==> src/rtl/spi_adc_responder.sv <==
// spi_adc_responder
// SPI mode-0 slave that emulates the ADC end of the link. Each frame it shifts
// out LEAD_ZEROS zero bits followed by a DATA_W-bit sample, MSB first, and it
// captures the FRAME_LEN bits that the master sends on MOSI. SCK, CS and MOSI
// are oversampled by clk through SYNC_STAGES flops plus one edge-detect register.
module spi_adc_responder #(
  parameter  int DATA_W      = 12,
  parameter  int LEAD_ZEROS  = 4,
  parameter  int SYNC_STAGES = 2,
  localparam int FRAME_LEN   = DATA_W + LEAD_ZEROS
) (
  input  logic                 clk,
  input  logic                 reset,
  input  logic                 SCK,
  input  logic                 CS,
  input  logic                 MOSI,
  output logic                 MISO,
  output logic                 miso_oe,
  input  logic [DATA_W-1:0]    sample_in,
  input  logic                 sample_valid,
  output logic                 busy,
  output logic [FRAME_LEN-1:0] rx_data,
  output logic                 frame_done,
  output logic                 frame_err
);

  // The bit counter needs one spare bit so that long frames stay distinguishable
  // from exact ones; it saturates at its all-ones value.
  localparam int                CNT_W     = $clog2(FRAME_LEN) + 1;
  localparam logic [CNT_W-1:0]  FRAME_CNT = CNT_W'(FRAME_LEN);

  typedef enum logic [1:0] {
    IDLE  = 2'd0,
    SHIFT = 2'd1,
    DONE  = 2'd2
  } state_t;

  state_t state, state_next;

  // Pin synchronizers: bit 0 is the first stage, the MSB is the settled value.
  logic [SYNC_STAGES-1:0] sck_sync, cs_sync, mosi_sync;
  logic                   sck_q, cs_q;
  // warm fills with ones once every synchronizer stage holds a real pin sample.
  logic [SYNC_STAGES-1:0] warm;
  logic                   cs_armed;

  logic sck_s, cs_s, mosi_s;
  logic sck_rise, sck_fall, cs_rise, cs_fall;

  logic [DATA_W-1:0]    sample_hold;
  logic [FRAME_LEN-1:0] shift_reg;
  logic [FRAME_LEN-1:0] rx_shift;
  logic [CNT_W-1:0]     bit_cnt;

  logic load_frame;
  logic shift_en;

  // Synchronize the SPI pins and keep one delayed copy for edge detection.
  always_ff @(posedge clk) begin
    // NOTE: every clocked register uses <= so all flops update from the values
    // of the previous cycle, independent of statement order.
    if (reset) begin
      sck_sync  <= '0;
      cs_sync   <= '1;
      mosi_sync <= '0;
      sck_q     <= 1'b0;
      cs_q      <= 1'b1;
      warm      <= '0;
      cs_armed  <= 1'b0;
    end else begin
      sck_sync  <= {sck_sync[SYNC_STAGES-2:0], SCK};
      cs_sync   <= {cs_sync[SYNC_STAGES-2:0], CS};
      mosi_sync <= {mosi_sync[SYNC_STAGES-2:0], MOSI};
      sck_q     <= sck_s;
      cs_q      <= cs_s;
      warm      <= {warm[SYNC_STAGES-2:0], 1'b1};
      // CS must be seen high on a real sample before a falling edge counts, so
      // a CS already low when reset drops cannot start a frame.
      cs_armed  <= cs_armed | (warm[SYNC_STAGES-1] & cs_s);
    end
  end

  assign sck_s    = sck_sync[SYNC_STAGES-1];
  assign cs_s     = cs_sync[SYNC_STAGES-1];
  assign mosi_s   = mosi_sync[SYNC_STAGES-1];
  assign sck_rise =  sck_s & ~sck_q;
  assign sck_fall = ~sck_s &  sck_q;
  assign cs_rise  =  cs_s  & ~cs_q;
  assign cs_fall  = ~cs_s  &  cs_q & cs_armed;

  // State register.
  always_ff @(posedge clk) begin
    if (reset) begin
      state <= IDLE;
    end else begin
      state <= state_next;
    end
  end

  // Next-state decode and frame-level outputs.
  always_comb begin
    // NOTE: every output of this block is defaulted first so no path can leave
    // one unassigned, which would otherwise infer a latch.
    state_next = state;
    load_frame = 1'b0;
    shift_en   = 1'b0;
    busy       = 1'b0;
    miso_oe    = 1'b0;
    MISO       = 1'b0;
    frame_done = 1'b0;
    frame_err  = 1'b0;
    case (state)
      IDLE: begin
        if (cs_fall) begin
          load_frame = 1'b1;
          state_next = SHIFT;
        end
      end
      SHIFT: begin
        busy    = 1'b1;
        miso_oe = 1'b1;
        MISO    = shift_reg[FRAME_LEN-1];
        // A CS release wins over any SCK edge detected in the same cycle.
        if (cs_rise) begin
          state_next = DONE;
        end else begin
          shift_en = 1'b1;
        end
      end
      DONE: begin
        if (bit_cnt == FRAME_CNT) begin
          frame_done = 1'b1;
        end else begin
          frame_err = 1'b1;
        end
        // A new CS fall already seen here starts the next frame immediately.
        if (cs_fall) begin
          load_frame = 1'b1;
          state_next = SHIFT;
        end else begin
          state_next = IDLE;
        end
      end
      default: begin
        state_next = IDLE;
      end
    endcase
  end

  // Sample hold register; loads in any state and only feeds the next frame.
  always_ff @(posedge clk) begin
    if (reset) begin
      sample_hold <= '0;
    end else if (sample_valid) begin
      sample_hold <= sample_in;
    end
  end

  // Frame datapath: MISO shift register, MOSI capture and bit counting.
  always_ff @(posedge clk) begin
    if (reset) begin
      shift_reg <= '0;
      rx_shift  <= '0;
      bit_cnt   <= '0;
    end else if (load_frame) begin
      // A sample strobed in the load cycle bypasses the hold register.
      shift_reg <= {{LEAD_ZEROS{1'b0}}, (sample_valid ? sample_in : sample_hold)};
      rx_shift  <= '0;
      bit_cnt   <= '0;
    end else if (shift_en) begin
      if (sck_rise) begin
        rx_shift <= {rx_shift[FRAME_LEN-2:0], mosi_s};
        if (bit_cnt != '1) begin
          bit_cnt <= bit_cnt + CNT_W'(1);
        end
      end
      if (sck_fall) begin
        shift_reg <= {shift_reg[FRAME_LEN-2:0], 1'b0};
      end
    end
  end

  // Publish the captured MOSI word only when the frame had the exact length.
  always_ff @(posedge clk) begin
    if (reset) begin
      rx_data <= '0;
    end else if (frame_done) begin
      rx_data <= rx_shift;
    end
  end

endmodule

==> config.mk <==
export PLATFORM = sky130hd
export DESIGN_NAME = spi_adc_responder
export DESIGN_NICKNAME = d
export VERILOG_FILES = /design/src/rtl/spi_adc_responder.sv
export SDC_FILE = /design/constraint.sdc
export NUM_CORES = 1
export LEC_CHECK = 0
export CAP_MARGIN = 15
export CORE_MARGIN = 4
export CORE_UTILIZATION = 30
export DETAILED_ROUTE_END_ITERATION = 10
export HOLD_SLACK_MARGIN = 0.03
export PLACE_DENSITY_LB_ADDON = 0.25
export SYNTH_ARGS = -nofsm -noshare
export SYNTH_HDL_FRONTEND = slang
export SYNTH_SLANG_ARGS = --single-unit
==> constraint.sdc <==
create_clock -name clk -period 3.86 [get_ports clk]
set_clock_uncertainty 0.2 [all_clocks]
set_input_delay 0.579 -clock clk [delete_from_list [all_inputs] [get_ports clk]]
set_output_delay 0.579 -clock clk [all_outputs]
set_load 0.01 [all_outputs]
==> results.toml <==
[outcome]
outcome = "completed"

[clock_network]
post_cts.repair.setup_buffers = 0
number_of_buffers_added_by_the_clock_tree_synthesis_step = 9
post_cts_resized = 0
worst_setup_hold_path_clk_slew_ps = 80
ctsLongestPathBuffers = 2
clk-insertion-delay-late_ps = 340
h-tree-depth = 3
postCtsHoldBufs = 0
ctsRootBufferMaster = "sky130_fd_sc_hd__clkbuf_8"
clock_sinks = 78
cts_tree = "done"

[routing]
remaining_drc_errors = 0
vias_after_detailed_routing = 2058
drt_first_iter_violations = 56
finalWirelength_mm = 5.484
detail_route.first_pass.iterations = 4
drt-vias-per-instance = 4.369
ant_nets = 0
routed_length_per_instance_um = 11.64

[worst_setup_path]
start_kind = "flop"
critical_path.slowest_cell = "sky130_fd_sc_hd__clkdlybuf4s50_1"
crit_path_max_incr_delay_ps = 480
criticalPathCategory = "reg -> out"
cp-end-kind = "output pin"
path_cells = "inv_1, ha_1, and4bb_2, nand3b_1, buf_4, inv_1, clkdlybuf4s50_1"
arrival_ps = 2120
worstPathMaxFanout = 17
cell_type_with_the_highest_occurrence_count_on_the_critical_path = "sky130_fd_sc_hd__inv_1"
cp_data_required_time_ps = 3080
reg2reg_setup_slack_ps = 1610

[floorplanning]
die_y_um = 108.5
standard_cell_core_area_mm2 = 0.009819
fp.dieW_um = 108.5
initial_utilization = 0.3089
core.rowCount = 36
floorplan.io_pins = 39
dieArea_mm2 = 0.01178

[placement]
dpl_cell_area_mm2 = 0.003483
detailed_place_hpwl_mm = 3.722
globalplace.congestion = 0.6806
dpl_worst_slack_ps = 1276
count_of_input_and_output_buffers = 38
placed_cells = 455

[synth]
synth_top_cells_by_area = "sky130_fd_sc_hd__dfxtp_1, sky130_fd_sc_hd__mux2i_1, sky130_fd_sc_hd__nor2_1"
synth_largest_type_area_fraction = 0.5149
postSynth.asyncResetShare = 0
synth_nets = 324
synth-seq-area-share = 0.5149
synth_top_cell_by_area = "sky130_fd_sc_hd__dfxtp_1"
average_cell_area_after_synthesis_um2 = 10.01
synthFlopType = "sky130_fd_sc_hd__dfxtp_1"
synth-edff-count = 0
count_leader_synth = "sky130_fd_sc_hd__dfxtp_1"
netlist-cell-type-count = 37
mappedNetlistArea_mm2 = 0.003033
yosys_register_bits = 78
gate_count_post_synth = 303
most_numerous_cell_types_in_the_synthesized_netlist = "sky130_fd_sc_hd__dfxtp_1, sky130_fd_sc_hd__nor2_1, sky130_fd_sc_hd__mux2i_1"
synth-warning-count = 0

[power]
share_clk_of_total_power = 0.404
power.combinational.fraction = 0.046
vdd_ir_drop_max_uv = 196.4
p_sw_frac = 0.2233
static-leakage-power_nw = 1.629
cellInternalPower_mw = 1.168
power.sequential.fraction = 0.549
p_per_area_mw_per_mm2 = 408.2
switchingPower_mw = 0.3356

[sta]
final-max-slew-violation-count = 0
number_of_setup_violations_in_the_final_report = 0
hold_violations = 0
max_slew.worst_pin.slew_ps = 824.5
timing.final.crit_period_ps = 2902
fin_crit_sh = 0.7518
timing.final.ws_setup_ps = 958.2
rsz0062_at_grt = "no"
setup-tns-final_ps = 0
fmax_ghz = 0.3446
timing.max_slew.rel_slack = 0.4490

[global_routing]
total_global_routing_track_utilization = 0.1016
grt_max_degree = 44
first_global_vias = 2037
globalRoute.totalOverflow = 0
grt_pass1_wl_mm = 9.453
grt_antenna_before_repair = 0

[layout]
stdcell_area_mm2 = 0.003682
diodes = 0
final_core_utilization = 0.3750
layout-drive-gt1-share = 0.1243
layout.nets = 354
fin_cells = 471
syn2layout_area_growth_pct = 21.41

[hold_path]
worst_hold_check_path_type = "reg -> reg"

[job]
maxCapViolCount = 0
[layout make-up]
class | count | area [µm²]
Clock buffer | 10 | 137.6
Clock inverter | 6 | 61.31
Fill cell | 1053 | 6137
Inverter | 4 | 15.01
Multi-Input combinational cell | 198 | 1330
Sequential cell | 78 | 1562
Tap cell | 133 | 166.4
Timing Repair Buffer | 42 | 410.4
[logic make-up after synthesis]
| logic type | count (synthesis) | synth area share |
|---|---|---|
| fa+ha+maj | 3 | 0.01238 |
| buf+inv | 27 | 0.05156 |
| mux | 46 | 0.1518 |
| compound gates | 13 | 0.02970 |
| simple gates | 134 | 0.2339 |
| xor+xnor | 2 | 0.005777 |
| flops | 78 | 0.5149 |
[power by group through the flow]
stage	logic (mW)	clock network, mW	registers (mW)
6_report	0.0697	0.608	0.826
5_1_grt	0.0784	0.668	0.828
4_1_cts	0.0717	0.629	0.826
3_5_place_dp	0.0717	0	0.845
3_3_place_gp	0.0708	0	0.845
2_1_floorplan	0.0448	0	0.843
[metrics by stage]
| step | power, mW | hold WS [ps] |
|---|---|---|
| floorplan | 0.8873 | 189.5 |
| global placement | 0.9153 | 192.4 |
| detailed placement | 0.9165 | 200.2 |
| CTS | 1.527 | 219.4 |
| global route | 1.574 | 247.3 |
| finish | 1.503 | 214.6 |
[routing by layer]
metal  wire length [µm]  global-route usage  share of wire  up-vias
li1                   -                   -              -     1067
met1               2663              0.1318           0.49      958
met2               2524              0.1553           0.46       26
met3                207             0.03403          0.038        7
met4                 88             0.04058          0.016        0
met5                  0                   0              0        -
[critical path, delay by kind of cell, from the launching register on]
family,cells,cell delay (ps)
AND/OR/NAND/NOR,2,320
adder cells (fa/ha/maj),1,190
buffers and inverters,4,910
flip-flops,1,360
[final timing paths]
kind / cells after the start / startpoint / end
setup / recovery: 7 / bit_cnt[0] / frame_done
setup reg to reg: 4 / state[0] / shift_reg[11]
hold reg to reg: 1 / cs_sync[0] / cs_sync[1]
hold / removal: 1 / cs_sync[0] / cs_sync[1]
[placed cells by master, fill, tap and decap left out, drive strengths merged, types with 2 or more instances in the layout]
cell	n
a21oi	9
dfxtp	78
nor2b	6
clkinv	4
or2	3
nor3	28
clkbuf	10
ha	3
buf	4
nand3	2
nor2	50
nand2	29
inv	4
mux2i	46
clkdlybuf4s50	38
a221oi	2
nor3b	3
nand4b	2
(Power assumes the default switching activity.)
